--- config.mk ---
export PLATFORM = sky130hd
export DESIGN_NAME = core_sequencer
export DESIGN_NICKNAME = d
export VERILOG_FILES = /design/src/rtl/cpu_pkg.sv /design/src/rtl/pc_unit.sv /design/src/rtl/core_sequencer.sv
export SDC_FILE = /design/constraint.sdc
export NUM_CORES = 1
export LEC_CHECK = 0
export CAP_MARGIN = 0
export CORE_ASPECT_RATIO = 0.5
export CORE_MARGIN = 2
export CORE_UTILIZATION = 55
export CTS_BUF_LIST = sky130_fd_sc_hd__clkbuf_4 sky130_fd_sc_hd__clkbuf_8 sky130_fd_sc_hd__clkbuf_16
export DETAILED_ROUTE_END_ITERATION = 10
export PLACE_DENSITY = 0.92
export SYNTH_ARGS = -nofsm -noshare
export SYNTH_HDL_FRONTEND = slang
export SYNTH_SLANG_ARGS = --single-unit
--- constraint.sdc ---
create_clock -name clk -period 4.1 [get_ports clk]
set_clock_uncertainty 0.15 [all_clocks]
set_input_delay 0.41 -clock clk [delete_from_list [all_inputs] [get_ports clk]]
set_output_delay 0.41 -clock clk [all_outputs]
set_load 0.05 [all_outputs]
--- src/rtl/cpu_pkg.sv ---
// rtl/cpu_pkg.sv - shared types, field positions and strobe decode for the 9-bit core
package cpu_pkg;

    typedef enum logic [1:0] {
        CLS_R = 2'b00,
        CLS_M = 2'b01,
        CLS_B = 2'b10,
        CLS_S = 2'b11
    } instr_class_t;

    typedef enum logic [2:0] {
        ST_IDLE   = 3'd0,
        ST_FETCH  = 3'd1,
        ST_DECODE = 3'd2,
        ST_EXEC   = 3'd3,
        ST_MEM    = 3'd4,
        ST_WB     = 3'd5,
        ST_HALT   = 3'd6
    } seq_state_t;

    localparam int INSTR_W  = 9;
    localparam int CLASS_HI = 8;
    localparam int CLASS_LO = 7;
    localparam int LS_BIT   = 6;   // 1 = load, 0 = store within the M class
    localparam int OFF_HI   = 5;
    localparam int OFF_LO   = 0;
    localparam int OFF_W    = OFF_HI - OFF_LO + 1;

    localparam logic [INSTR_W-1:0] DEFAULT_HALT_WORD = 9'h1FF;

    typedef struct packed {
        logic imem_rd;
        logic alu_en;
        logic mem_req;
        logic mem_we;
        logic reg_we;
        logic busy;
        logic done;
    } strobes_t;

    // Strobe pattern for the state being entered; is_load only matters for MEM.
    function automatic strobes_t strobes_for(seq_state_t s, logic is_load);
        strobes_t r;
        r.imem_rd = (s == ST_FETCH);
        r.alu_en  = (s == ST_EXEC);
        r.mem_req = (s == ST_MEM);
        r.mem_we  = (s == ST_MEM) && !is_load;
        r.reg_we  = (s == ST_WB);
        r.busy    = (s != ST_IDLE) && (s != ST_HALT);
        r.done    = (s == ST_HALT);
        return r;
    endfunction

    function automatic instr_class_t class_of(logic [INSTR_W-1:0] instr);
        return instr_class_t'(instr[CLASS_HI:CLASS_LO]);
    endfunction

endpackage

--- src/rtl/pc_unit.sv ---
// rtl/pc_unit.sv - program counter with clear, increment and signed-offset load
module pc_unit
    import cpu_pkg::*;
#(
    parameter int PC_W = 10
) (
    input  logic             clk,
    input  logic             reset,
    input  logic             clr,
    input  logic             inc,
    input  logic             ld_off,
    input  logic [OFF_W-1:0] off,
    output logic [PC_W-1:0]  pc
);

    logic [PC_W-1:0] off_ext;

    assign off_ext = {{(PC_W - OFF_W){off[OFF_W-1]}}, off};

    // PC update; arithmetic wraps modulo 2^PC_W, clear has priority over any step.
    always_ff @(posedge clk or posedge reset) begin
        if (reset) begin
            pc <= '0;
        end else if (clr) begin
            pc <= '0;
        end else if (ld_off) begin
            pc <= pc + off_ext;
        end else if (inc) begin
            pc <= pc + PC_W'(1);
        end
    end

endmodule

--- src/rtl/core_sequencer.sv ---
// rtl/core_sequencer.sv - multi-cycle FETCH/DECODE/EXEC/MEM/WB sequencer for the 9-bit core
module core_sequencer
    import cpu_pkg::*;
#(
    parameter int                 PC_W      = 10,
    parameter logic [INSTR_W-1:0] HALT_WORD = DEFAULT_HALT_WORD
) (
    input  logic               clk,
    input  logic               reset,
    input  logic               start,
    input  logic [INSTR_W-1:0] imem_data,
    input  logic               alu_zero,
    input  logic               mem_ack,
    output logic [PC_W-1:0]    pc,
    output logic [INSTR_W-1:0] ir,
    output logic               imem_rd,
    output logic               alu_en,
    output logic               mem_req,
    output logic               mem_we,
    output logic               reg_we,
    output logic               busy,
    output logic               done,
    output logic [15:0]        retired
);

    seq_state_t   state;
    strobes_t     strb;
    instr_class_t cls;
    logic         is_load;
    logic         can_start;
    logic         is_branch;
    logic         store_ack;
    logic         retire;

    assign cls       = class_of(ir);
    assign is_load   = ir[LS_BIT];
    assign can_start = start && (state == ST_IDLE || state == ST_HALT);
    assign is_branch = (state == ST_EXEC) && (cls == CLS_B);
    assign store_ack = (state == ST_MEM) && mem_ack && !is_load;
    assign retire    = (state == ST_WB) || store_ack || is_branch;

    assign imem_rd = strb.imem_rd;
    assign alu_en  = strb.alu_en;
    assign mem_req = strb.mem_req;
    assign mem_we  = strb.mem_we;
    assign reg_we  = strb.reg_we;
    assign busy    = strb.busy;
    assign done    = strb.done;

    pc_unit #(.PC_W(PC_W)) u_pc (
        .clk    (clk),
        .reset  (reset),
        .clr    (can_start),
        .inc    ((state == ST_WB) || store_ack || (is_branch && !alu_zero)),
        .ld_off (is_branch && alu_zero),
        .off    (ir[OFF_HI:OFF_LO]),
        .pc     (pc)
    );

    // Sequencer FSM; strobes are registered alongside the state they belong to.
    always_ff @(posedge clk or posedge reset) begin
        if (reset) begin
            state <= ST_IDLE;
            strb  <= '0;
            ir    <= '0;
        end else begin
            case (state)
                ST_IDLE, ST_HALT: begin
                    if (start) begin
                        state <= ST_FETCH;
                        strb  <= strobes_for(ST_FETCH, is_load);
                    end
                end
                ST_FETCH: begin
                    state <= ST_DECODE;
                    strb  <= strobes_for(ST_DECODE, is_load);
                end
                ST_DECODE: begin
                    ir <= imem_data;
                    if (imem_data == HALT_WORD) begin
                        state <= ST_HALT;
                        strb  <= strobes_for(ST_HALT, 1'b0);
                    end else begin
                        state <= ST_EXEC;
                        strb  <= strobes_for(ST_EXEC, 1'b0);
                    end
                end
                ST_EXEC: begin
                    case (cls)
                        CLS_M: begin
                            state <= ST_MEM;
                            strb  <= strobes_for(ST_MEM, is_load);
                        end
                        CLS_B: begin
                            state <= ST_FETCH;
                            strb  <= strobes_for(ST_FETCH, is_load);
                        end
                        default: begin
                            state <= ST_WB;
                            strb  <= strobes_for(ST_WB, is_load);
                        end
                    endcase
                end
                ST_MEM: begin
                    if (mem_ack) begin
                        if (is_load) begin
                            state <= ST_WB;
                            strb  <= strobes_for(ST_WB, is_load);
                        end else begin
                            state <= ST_FETCH;
                            strb  <= strobes_for(ST_FETCH, is_load);
                        end
                    end
                end
                ST_WB: begin
                    state <= ST_FETCH;
                    strb  <= strobes_for(ST_FETCH, is_load);
                end
                default: begin
                    state <= ST_IDLE;
                    strb  <= '0;
                end
            endcase
        end
    end

    // Retired-instruction counter: cleared on each run start, saturates at all-ones.
    always_ff @(posedge clk or posedge reset) begin
        if (reset) begin
            retired <= '0;
        end else if (can_start) begin
            retired <= '0;
        end else if (retire && retired != 16'hFFFF) begin
            retired <= retired + 16'd1;
        end
    end

endmodule

* Yosys cells after proc, flatten, opt, wreduce, memory -nomap -nowiden *
Index checks and enable logic that the tools add are counted.

storage, ports and cells
  input port bits = 14
  output and inout bits = 42
  flip-flop bits (word level) = 45
  logic and storage cells = 61

operators by class
  equal/unequal tests = 12
  mux-type cells = 17
  reductions and logical operators = 18
  add/subtract/negate cells = 3

operators with widths
  operator                                                          count
  7-bit one-hot mux with 6 select lines                             1
  16-bit two-way mux                                                2
  10-bit two-way mux                                                3
  7-bit two-way mux                                                 3
  3-bit one-hot mux with 6 select lines                             1
  16-bit by 1-bit adder with 16-bit output (second input constant)  1
  16-bit inequality test (second input constant)                    1
  7-bit one-hot mux with 2 select lines                             1
  3-bit two-way mux                                                 4
  10-bit by 1-bit adder with 10-bit output (second input constant)  1
  10-bit adder                                                      1
  3-bit == test (second input constant)                             3
  9-bit == test (second input constant)                             1
  1-bit logical AND                                                 7
  3-bit by 2-bit == test with 1-bit output (second input constant)  2
  6-bit two-way mux                                                 1
  3-bit one-hot mux with 2 select lines                             1
  1-bit logical OR                                                  4
  2-bit inequality test (second input constant)                     2
  3-bit by 1-bit == test with 1-bit output (second input constant)  1
  3-bit logical NOT                                                 1
  3-bit nonzero test                                                1
  2-bit by 1-bit == test with 1-bit output (second input constant)  1
  2-bit == test (second input constant)                             1
  4 further kinds                                                   5

* Longest topological paths before layout *
Gate-level depths: netlist of run 1.

  depth in word-level cells = 8
  gate-level depth with buffers = 12
  mapped depth without buffers = 12

* By module *
A second synthesis of run 1 with hierarchy kept.

second synthesis, totals
  cell total of the unflattened synthesis = 300
  area, all modules = 2,805.2 um2

by module, submodules not included
  module          instances  seq. area each (um2)  area each (um2)  cells each
  core_sequencer  1          875.8                 1,924.3          200
  pc_unit         1          250.2                 880.8            100

* Worst setup path before layout of run 1 *
Ideal clock, no wire load.

  path kind = register to register
  from = register ir[7]
  to = register u_pc.pc[9]
  arrival = 2.852 ns
  path buffers = 0
  library setup time = 0.122 ns
  slack = 0.976 ns
  cell stages (with the launch flop) = 11
  cell sequence = dfrtp_1 inv_1 ha_1 and4b_4 nand3_4 inv_2 ha_1 or4_1 o22a_1 o311a_1 o22a_1

on the way
  longest elaborated chain between the ends = 5

RTL lines
  element                                                          line                                        text
  start, declared                                                  core_sequencer.sv:15                        output logic [INSTR_W-1:0] ir,
  start signal, assigned                                           core_sequencer.sv:79                        ir <= imem_data;
  2-bit == test (*)                                                core_sequencer.sv:38                        assign is_branch = (state == ST_EXEC) && (cls == CLS_B);
  1-bit logical AND (*)                                            core_sequencer.sv:38
  1-bit logical AND (on tied branches)                             core_sequencer.sv:55, core_sequencer.sv:54
  10-bit two-way mux / 1-bit logical OR (equally long branches)    pc_unit.sv:26, core_sequencer.sv:54
  10-bit two-way mux / 3-bit nonzero test (equally long branches)  -
  end signal, assigned                                             pc_unit.sv:27                               pc <= pc + off_ext;
  end signal, assigned                                             pc_unit.sv:29                               pc <= pc + PC_W'(1);
  end, declared                                                    pc_unit.sv:13                               output logic [PC_W-1:0] pc

Mark *: on every way between the ends. The rest lies on a longest branch, timed or not.
A chain may end at the register's enable or synchronous reset.

* Worst setup path in the final report of run 1 *
  from = register ir[7]
  to = register u_pc.pc[6]

Same word-level chain as after synthesis.

==> key figures, run 1 <==
Run status
  • Outcome: completed

Setup path
  • RR Endpoint: u_pc.pc[6]
  • CP Cell Sequence: inv_1, ha_1, and4b_4, nand3b_1, ha_1, inv_1, fa_1, nand2b_1, a21oi_1, or4_1, and3_1, o32ai_2
  • Worst path buffer plus inverter count: 2
  • Crit-path max FO: 6
  • Startpoint Class: flop
  • CP required: around 4200 ps
  • Crit end category: flop
  • WP depth: 12
  • Internal reg-to-reg setup slack: between 900 and 1000 ps
  • Reg2Reg Depth: 12
  • Worst path top cell family by delay: simple AND/OR/NAND/NOR gates
  • Highest cell delay on the worst timing path: around 470 ps
  • Crit path kind: flop to flop
  • Critical path data arrival time: 3200 ps
  • FF-to-FF Start: ir[7]
  • Critical path's slowest cell: or4_1

Placement
  • DP Area: 3270 um^2
  • DP Cell Count: ~400
  • GP Congestion: 0.897
  • Detail Placement HPWL: approximately 4600 um
  • Port Buffer Count: 55

STA
  • Fmax: 320 MHz
  • Slew Limit Fails: 0
  • RSZ-0062 raised after global routing: false
  • TNS Setup: 0 ps
  • Final cycle utilization of the critical path: approximately 76%
  • Min Tclk post-route: 3130 ps
  • Worst relative slew slack: ~28%
  • Final setup fails: 0
  • Actual slew at the worst max-slew pin: roughly 1100 ps
  • Final hold vios: 0

Synth
  • Post-synth cell types: a little under 60
  • Synth Area in Adders: 5.42%
  • Ys Warns: 0
  • Number of synthesized flops with an enable pin: 0
  • Synth Net Count: 310
  • Async set-reset flop share out of synthesis: 100%
  • Cell count after synthesis: 285
  • Post-Syn Area: about 2700 um^2
  • Mean Syn Cell Area: 9.40 um^2
  • Main synth FF type: dfrtp_1
  • Synth Area in XOR/XNOR: less than 1%
  • Largest cells by area after synthesis: dfrtp_1 (42%), ha_1 (4.7%), nand2_1 (4.6%), mux2i_1 (3.7%), o21ai_0 (3.4%)
  • Register area share after synthesis: between 40% and 50%
  • Post-synthesis mux area share: roughly 6.7%
  • Post-synthesis compound-gate area fraction: roughly 18%
  • Synth top area share: between 40 and 50%
  • Area leader, netlist: dfrtp_1
  • Synth Register Bits: 45
  • Largest family of logic cells by synthesized area: simple AND/OR/NAND/NOR gates
  • Simple-Gate Fraction of Synth Area: a little under a quarter

Detailed routing
  • Post-Route WL: 6540 um
  • Antenna Nets Post-Route: 0
  • 1st-iter DRT viols: around 140
  • Drt drc: 0
  • Detailed-route wire length per cell: about 16 um
  • Vias per inst: between 6 and 7
  • Vias: roughly 2,500
  • Initial DRT Pass Iterations: 5

Final layout
  • Most common cell after layout, fill and taps aside: clkdlybuf4s50_1
  • Layout cell share with drive strength beyond 1: under 10%
  • NumNets Final: 362
  • Layout area overhead: 26.5%
  • Antenna diodes: 0
  • Post-layout instance area: 3390 um^2
  • Non-filler cells in the finished layout: around 400
  • Commonest non-fill, non-tap cells in the layout: clkdlybuf4s50_1 (55), dfrtp_1 (45), nand2_1 (33)

Power and ir drop
  • Max VDD drop: a little over 0.0005 V
  • P_sw: between 1000 and 1500 uW
  • Comb power frac: 51.1%
  • Cell Int Power: between 1000 and 1500 uW
  • Power Dens Cells: 668 nW/um^2
  • Sw Share: between 40 and 50%
  • Power share of the clock group: between 10% and 20%
  • Sequential share of power: approximately a third
  • Leakage: ~0.0014 uW

Clocking
  • Hold buffer count at CTS: 0
  • CTS tree: yes
  • Cts bufs inserted: 5
  • Post-cts repair resize count: 0
  • Setup Fix Bufs, Post-CTS: 0
  • # H-tree levels: 2
  • Clock Tree Root: clkbuf_8
  • Worst skew pair latency: approximately 310 ps
  • CTS max path bufs: 2
  • CTS sink cnt: 45
  • Clk slew on worst S/H paths: approximately 80 ps

Die
  • # IOs: 56
  • Core box area: 4530 um^2
  • # rows: 17
  • Die Ht: 53.4 um
  • Die X: about 100 um
  • DIE AREA: 5480 um^2
  • Initial Util: 59.2%

Global route
  • Vias in the first global route: between 2,000 and 2,500
  • First-pass GRT wire length: about 11,000 um
  • Gr usage total: between 20 and 30%
  • Largest net degree at the start of global routing: 29
  • Grt ovf: 0
  • Initial antenna violation count: 0

Worst hold path
  • Hold depth: 2
  • Min-delay src: imem_rd
  • Hold Path Sink: imem_rd
  • Min-delay worst type: flop to flop

Flow run
  • Max-Cap Viols: 0
[worst min-delay path: cells and delay by family, from the launching register on]
kind,cells,cell delay (ps)
flops,1,350
simple gates,1,50
compound gates,1,60
[worst max-delay path by stage]
stage	start	to	slack [ps]
after global routing	ir[7]	u_pc.pc[8]	740
after CTS	ir[7]	u_pc.pc[6]	1010
after floorplan	ir[7]	u_pc.pc[9]	980
after global placement	alu_zero	u_pc.pc[6]	1160
after detailed placement	alu_zero	u_pc.pc[6]	1060
final	ir[7]	u_pc.pc[6]	970
[metrics by stage]
stage                     util [%]  worst slack (ps)  hold slack [ps]  power (uW)
final                         74.8               973              333        2260
after global routing          74.8               743              352        2380
after CTS                     74.8              1010              339        2260
after detailed placement      72.2              1060              320        1890
after global placement        72.2              1160              313        1850
after floorplan                  -               976              369        1540
[kinds of logic after synthesis]
| kind of cell | after synthesis |
|---|---|
| and+or+nand+nor | 110 |
| AOI/OAI and AO/OA | 72 |
| DFF | 45 |
| buffers and inverters | 27 |
| muxes | 17 |
| adders and majority gates | 11 |
| xor gates and xnor gates | 3 |
[power groups by stage]
stage                     combinational, uW  sequential [uW]  clock [uW]
after global routing                   1230              761         385
after detailed placement               1150              746           0
final                                  1160              744         363
after floorplan                         489             1050           0
after CTS                              1160              740         366
after global placement                 1120              731           0
[synth_stat cells (2+ instances only)]
cell type	instances
o22ai_1	3
nand2b_1	5
o21ai_0	18
dfrtp_1	45
or3_1	6
nor2b_1	3
nand2_1	33
nor3_1	7
a22o_1	2
nor4_1	2
mux2_2	7
and3_1	9
buf_2	5
o211ai_1	3
or4_1	5
nor2_1	6
a31oi_1	2
inv_1	15
o41ai_1	2
nand4_1	5
a21boi_0	3
clkbuf_1	5
xnor2_1	2
o22a_1	2
nand3_1	17
ha_1	10
o31ai_1	5
o311ai_0	2
mux2i_1	10
a21oi_1	17
[per-layer routing]
metal  part of all wire [%]  vias to the layer above  track usage [%]
li1                       -                     1164                -
met1                     43                     1180             31.3
met2                     49                       96             44.2
met3                    6.1                       12             6.74
met4                    1.5                        0             8.22
met5                      0                        -                0
[registers in the layout (all words and copies together), names as in the netlist]
name / count
alu_en: 1
busy: 1
done: 1
imem_rd: 1
ir: 9
mem_req: 1
mem_we: 1
reg_we: 1
retired: 16
state: 3
u_pc.pc: 10
[final cells by class]
cell class                      count  area (um^2)
Inverter                           16         60.1
Multi-Input combinational cell    213         1440
Clock buffer                        7         90.1
Tap cell                           66         82.6
Fill cell                         314         1140
Clock inverter                      1         30.0
Timing Repair Buffer               56          558
Sequential cell                    45         1130
Note: power is estimated with default switching activity, not from simulation.
==> inputs of run 2 (changes only) <==
CORE_UTILIZATION = 51   (was 55)
PLACE_DENSITY = 0.87   (was 0.92)
clock period = 3.15 ns   (was 4.1 ns; I/O delays follow)
==> key figures, run 2 (same netlist as run 1, synthesis figures left out) <==
Placement
  • Pre-CTS setup slack: 160 ps (-905 ps)
  • GP Congestion: 0.954 (+6.4%)
  • Detail Placement HPWL: 4910 um (+5.8%)
  • Port Buffer Count: 55 (unchanged)

Setup path
  • Critical path data arrival time: 3010 ps (-190 ps)
  • CP required: 3200 ps (-970 ps)
  • Startpoint Class: flop
  • Crit-path max FO: 7 (+1)
  • Crit end category: flop
  • Crit path kind: flop to flop

Worst hold path
  • Min-delay worst type: input port to asynchronous set/reset pin

Global route
  • Gr usage total: 24.7% (-0.76 points)
  • Grt ovf: 0 (unchanged)
  • First-pass GRT wire length: 11,600 um (+10%)
  • Vias in the first global route: 2,387 (+3.9%)
  • Initial antenna violation count: 0 (unchanged)
  • Largest net degree at the start of global routing: 46 (+59%)

STA
  • Final cycle utilization of the critical path: 93.9% (+18 points)
  • TNS Setup: 0 ps (unchanged)
  • Worst relative slew slack: 50.1% (+22 points)
  • Final setup fails: 0 (unchanged)
  • Final WS setup: 191 ps (-783 ps)
  • Actual slew at the worst max-slew pin: 749 ps (-329 ps)
  • Slew Limit Fails: 0 (unchanged)
  • Fmax: 338 MHz (+5.7%)
  • RSZ-0062 raised after global routing: false
  • Final hold vios: 0 (unchanged)
  • Min Tclk post-route: 2960 ps (-167 ps)

Final layout
  • Commonest non-fill, non-tap cells in the layout: clkdlybuf4s50_1 (55), dfrtp_1 (44), nand2_1 (33)
  • Top flop regs: retired: 16 flops, u_pc.pc: 10 flops, ir: 9 flops
  • NumNets Final: 365 (+0.83%)
  • Top reg by flops: retired
  • Most common cell after layout, fill and taps aside: clkdlybuf4s50_1
  • Max reg flops: 16 (unchanged)
  • Layout cell share with drive strength beyond 1: 9.38% (+2.0 points)
  • Antenna diodes: 0 (unchanged)
  • Layout area overhead: 28.1%

Run status
  • Outcome: completed

Detailed routing
  • Antenna Nets Post-Route: 0 (unchanged)
  • Drt drc: 0 (unchanged)
  • Vias: 2,471 (+0.77%)
  • Initial DRT Pass Iterations: 4 (-1)
  • Post-Route WL: 6900 um (+5.5%)
  • 1st-iter DRT viols: 121 (-16%)
  • Detailed-route wire length per cell: 16.8 um (+3.7%)
  • Vias per inst: 6.01 (-0.94%)

Die
  • Die Ht: 55.3 um (+3.6%)
  • Core box area: 5000 um^2 (+10%)
  • Die X: 107 um (+3.7%)
  • # rows: 18 (+1)
  • # IOs: 56 (unchanged)
  • DIE AREA: 5890 um^2 (+7.4%)
  • Initial Util: 53.6% (-5.6 points)

Power and ir drop
  • Max VDD drop: 0.000796 V (+53%)
  • Leakage: 0.00144 uW (+1.7%)
  • Power Dens Cells: 871 nW/um^2 (+30%)

Clocking
  • Hold buffer count at CTS: 0 (unchanged)
  • Worst skew pair latency: 300 ps (about the same)
  • # H-tree levels: 2 (unchanged)
  • CTS tree: yes
  • Setup Fix Bufs, Post-CTS: 0 (unchanged)
  • Cts bufs inserted: 5 (unchanged)
  • Clk slew on worst S/H paths: 90 ps (about the same)
  • CTS max path bufs: 2 (unchanged)
  • Clock Tree Root: clkbuf_8
  • CTS sink cnt: 45 (unchanged)

Flow run
  • Max-Cap Viols: 0 (unchanged)
[run 2: changes by cell type in the layout (fill, tap and decap cells not counted)]
cell and change:
buf_4 +3, a21oi_1 -2, a21oi_2 +2, dfrtp_1 -1, dfrtp_2 +1, nand2b_1 -1, nand2b_4 +1, o21ai_0 -1
o21ai_1 +1
[run 2: final timing paths]
check	start	end	slack, ps	cells after the start
worst min-delay path	reset	retired[13]	320	3
worst max-delay path	ir[7]	u_pc.pc[9]	190	10
min in group clk	imem_rd	imem_rd	330	2
max in group asynchronous	reset	state[1]	2110	3
worst min register to register	imem_rd	imem_rd	330	2
worst max register to register	ir[7]	u_pc.pc[9]	190	10
[run 2: area by class of cell]
cell class                 instances  area, um^2
clock buffer                       7        90.1
clock inverter                     1        30.0
fill                             377        1570
inverter                          16        60.1
multi-input combinational        213        1460
sequential                        45        1130
tap                               70        87.6
timing repair buffer              59         581
[run 2: stage by stage]
stage / cells / instance area [um^2] / hold WS [ps] / power, uW / utilization, %
after floorplan: 285 / 2680 / 274 / 2000 / -
after global placement: 403 / 3300 / 312 / 2440 / 65.9
after detailed placement: 403 / 3300 / 319 / 2500 / 65.9
after CTS: 411 / 3420 / 339 / 2980 / 68.3
after global routing: 411 / 3430 / 364 / 3160 / 68.7
final: 411 / 3430 / 320 / 2990 / 68.7
[run 2: critical path: stages, from the launching register on]
cell and delay, ps:
dfrtp_1 380, inv_1 80, ha_1 240, and4b_4 250, nand3_4 110, inv_2 80
ha_1 260, or4_1 590, o22a_1 220, o311a_1 290, o22a_1 200
[run 2: power breakdown]
part | switching (uW) | internal [uW] | leakage (uW)
clock | 196 | 267 | 0.0000619
combinational | 1040 | 559 | 0.000794
sequential | 189 | 742 | 0.000587
total | 1420 | 1570 | 0.00144
[run 2: metal layers]
layer  vias up  routed length, um  global-route usage [%]
li1       1177                  -                       -
met1      1195               2950                    31.7
met2        90               3480                    42.4
met3         9                380                    5.67
met4         0                 87                    6.86
met5         -                  0                       0
[run 2: what timing repair did]
| item | 4_1_cts | 5_1_grt |
|---|---|---|
| hold endpoints to repair | 0 | 0 |
| gates resized for setup | 0 | 5 |
| setup endpoints to repair | 0 | 3 |
==> inputs of run 3 (changes only) <==
HOLD_SLACK_MARGIN = 0.15   (was not set)
clock period = 2.8 ns   (was 3.15 ns; I/O delays follow)
==> key figures, run 3 (same netlist as run 1, synthesis figures left out) <==
Placement
  • GP Congestion: 0.962 (+0.89%)
  • Port Buffer Count: 55 (unchanged)
  • Pre-CTS setup slack: -78.4 ps (-238 ps)
  • Detail Placement HPWL: 4640 um (-5.5%)

Die
  • Die X: 107 um (unchanged)
  • Core box area: 5000 um^2 (unchanged)
  • # IOs: 56 (unchanged)
  • # rows: 18 (unchanged)
  • DIE AREA: 5890 um^2 (unchanged)
  • Die Ht: 55.3 um (unchanged)
  • Initial Util: 53.6% (unchanged)

Final layout
  • Most common cell after layout, fill and taps aside: clkdlybuf4s50_1
  • Layout area overhead: 37.9%
  • Commonest non-fill, non-tap cells in the layout: clkdlybuf4s50_1 (55), dfrtp_1 (43), nand2_1 (33)
  • NumNets Final: 381 (+4.4%)
  • Max reg flops: 16 (unchanged)
  • Filler Cell Count: 327 (-13%)
  • Top reg by flops: retired
  • Top flop regs: retired: 16 flops, u_pc.pc: 10 flops, ir: 9 flops
  • Final core utilization: 73.9% (+5.3 points)
  • Antenna diodes: 0 (unchanged)
  • Layout cell share with drive strength beyond 1: 19.7% (+10 points)

Clocking
  • # H-tree levels: 2 (unchanged)
  • CTS tree: yes
  • Cts bufs inserted: 5 (unchanged)
  • Clk slew on worst S/H paths: 100 ps (about the same)
  • Hold buffer count at CTS: 0 (unchanged)
  • Clock Tree Root: clkbuf_8
  • CTS max path bufs: 2 (unchanged)
  • CTS sink cnt: 45 (unchanged)
  • Worst skew pair latency: 310 ps (about the same)

STA
  • Final cycle utilization of the critical path: 102% (+7.7 points)
  • Worst relative slew slack: 47.4% (-2.7 points)
  • Min Tclk post-route: 2850 ps (-112 ps)
  • Fmax: 351 MHz (+3.9%)
  • Actual slew at the worst max-slew pin: 790 ps (+40.7 ps)
  • Slew Limit Fails: 0 (unchanged)
  • Final hold vios: 0 (unchanged)
  • RSZ-0062 raised after global routing: true
  • Final setup fails: 2 (+2)
  • Final WS setup: -47.3 ps (-238 ps)

Global route
  • Initial antenna violation count: 0 (unchanged)
  • Grt peak-use layer: met2
  • Largest net degree at the start of global routing: 46 (unchanged)
  • First-pass GRT wire length: 11,400 um (-1.6%)
  • Vias in the first global route: 2,372 (-0.63%)
  • Grt ovf: 0 (unchanged)
  • GRT met3 Usage: 5.67% (unchanged)
  • Gr usage total: 24.0% (-0.69 points)
  • GR Layer Usage met2: 37.6% (-4.8 points)
  • Met1 GRT Util: 32.8% (+1.1 points)

Detailed routing
  • Vias per inst: 6.36 (+5.8%)
  • Post-Route WL: 7760 um (+13%)
  • Initial DRT Pass Iterations: 5 (+1)
  • Drt drc: 0 (unchanged)
  • Detailed-route wire length per cell: 18.2 um (+8.6%)
  • Vias: 2,710 (+9.7%)
  • 1st-iter DRT viols: 176 (+45%)
  • Antenna Nets Post-Route: 0 (unchanged)

Run status
  • Failing checks: negative setup slack
  • Outcome: finished with violations

Flow run
  • Max-Cap Viols: 0 (unchanged)

Setup path
  • FF-to-FF Start: ir[7]
  • CP required: 2850 ps (-350 ps)
  • Critical path data arrival time: 2900 ps (-110 ps)
  • Startpoint Class: flop
  • Internal reg-to-reg setup slack: -50 ps (-240 ps)
  • Crit end category: flop
  • Crit-path max FO: 5 (-2)
  • Reg2Reg Depth: 11 (+1)
  • RR Endpoint: u_pc.pc[9]
  • Crit path kind: flop to flop

Power and ir drop
  • Total Power: 3570 uW (+19%)
  • Max VDD drop: 0.000893 V (+12%)
  • Power Dens Cells: 965 nW/um^2 (+11%)
  • Leakage: 0.00150 uW (+3.6%)

Worst hold path
  • Min-delay worst type: input port to asynchronous set/reset pin
==> run 3: cell type report <==
type                            count  area (um^2)  share of cell area (%)
Timing Repair Buffer               75          713                    19.3
Sequential cell                    45         1130                    30.5
Multi-Input combinational cell    213         1610                    43.5
Clock inverter                      1         7.51                   0.203
Tap cell                           70         87.6                    2.37
Inverter                           16         67.6                    1.83
Clock buffer                        6         82.6                    2.23
==> run 3: stage by stage <==
step | TNS [ps] | instance area (um^2) | instances | hold WS (ps)
after floorplan | -8.19 | 2710 | 285 | 239
after global placement | 0 | 3370 | 408 | 312
after detailed placement | -126 | 3370 | 408 | 317
after CTS | 0 | 3510 | 418 | 297
after global routing | -195 | 3700 | 426 | 342
final | -53.1 | 3700 | 426 | 269
==> run 3: repair_timing <==
action / CTS / global route
pin swaps: 0 / 10
buffers inserted: 3 / 8
resized for setup: 5 / 23
endpoints found under the setup margin: 4 / 5
==> run 3: worst max-delay path by stage <==
stage / startpoint / to / slack (ps)
2_1_floorplan: ir[7] / u_pc.pc[9] / -8
3_3_place_gp: ir[7] / u_pc.pc[6] / 100
3_5_place_dp: ir[7] / u_pc.pc[9] / -80
4_1_cts: ir[7] / u_pc.pc[6] / 2
5_1_grt: ir[7] / u_pc.pc[6] / -80
6_report: ir[7] / u_pc.pc[9] / -50
==> run 3: where the power goes <==
group | internal (uW) | switching, uW | total [uW]
logic | 797 | 1290 | 2090
clock network | 196 | 228 | 423
registers | 836 | 216 | 1050
total | 1830 | 1740 | 3570
==> run 3: critical path: stages (launching register included) <==
cell	delay [ps]
dfrtp_2	430
inv_4	70
ha_4	150
and4b_4	310
nand3_2	130
inv_2	90
ha_1	260
a21oi_2	230
o211ai_1	180
o22a_1	240
o311a_1	290
o22a_1	210
==> run 3: per-layer routing <==
metal	wire length [um]	part of all wire (%)	vias to the layer above
li1	-	-	1206
met1	3200	41	1319
met2	3720	48	152
met3	557	7.2	33
met4	284	3.7	0
met5	0	0	-
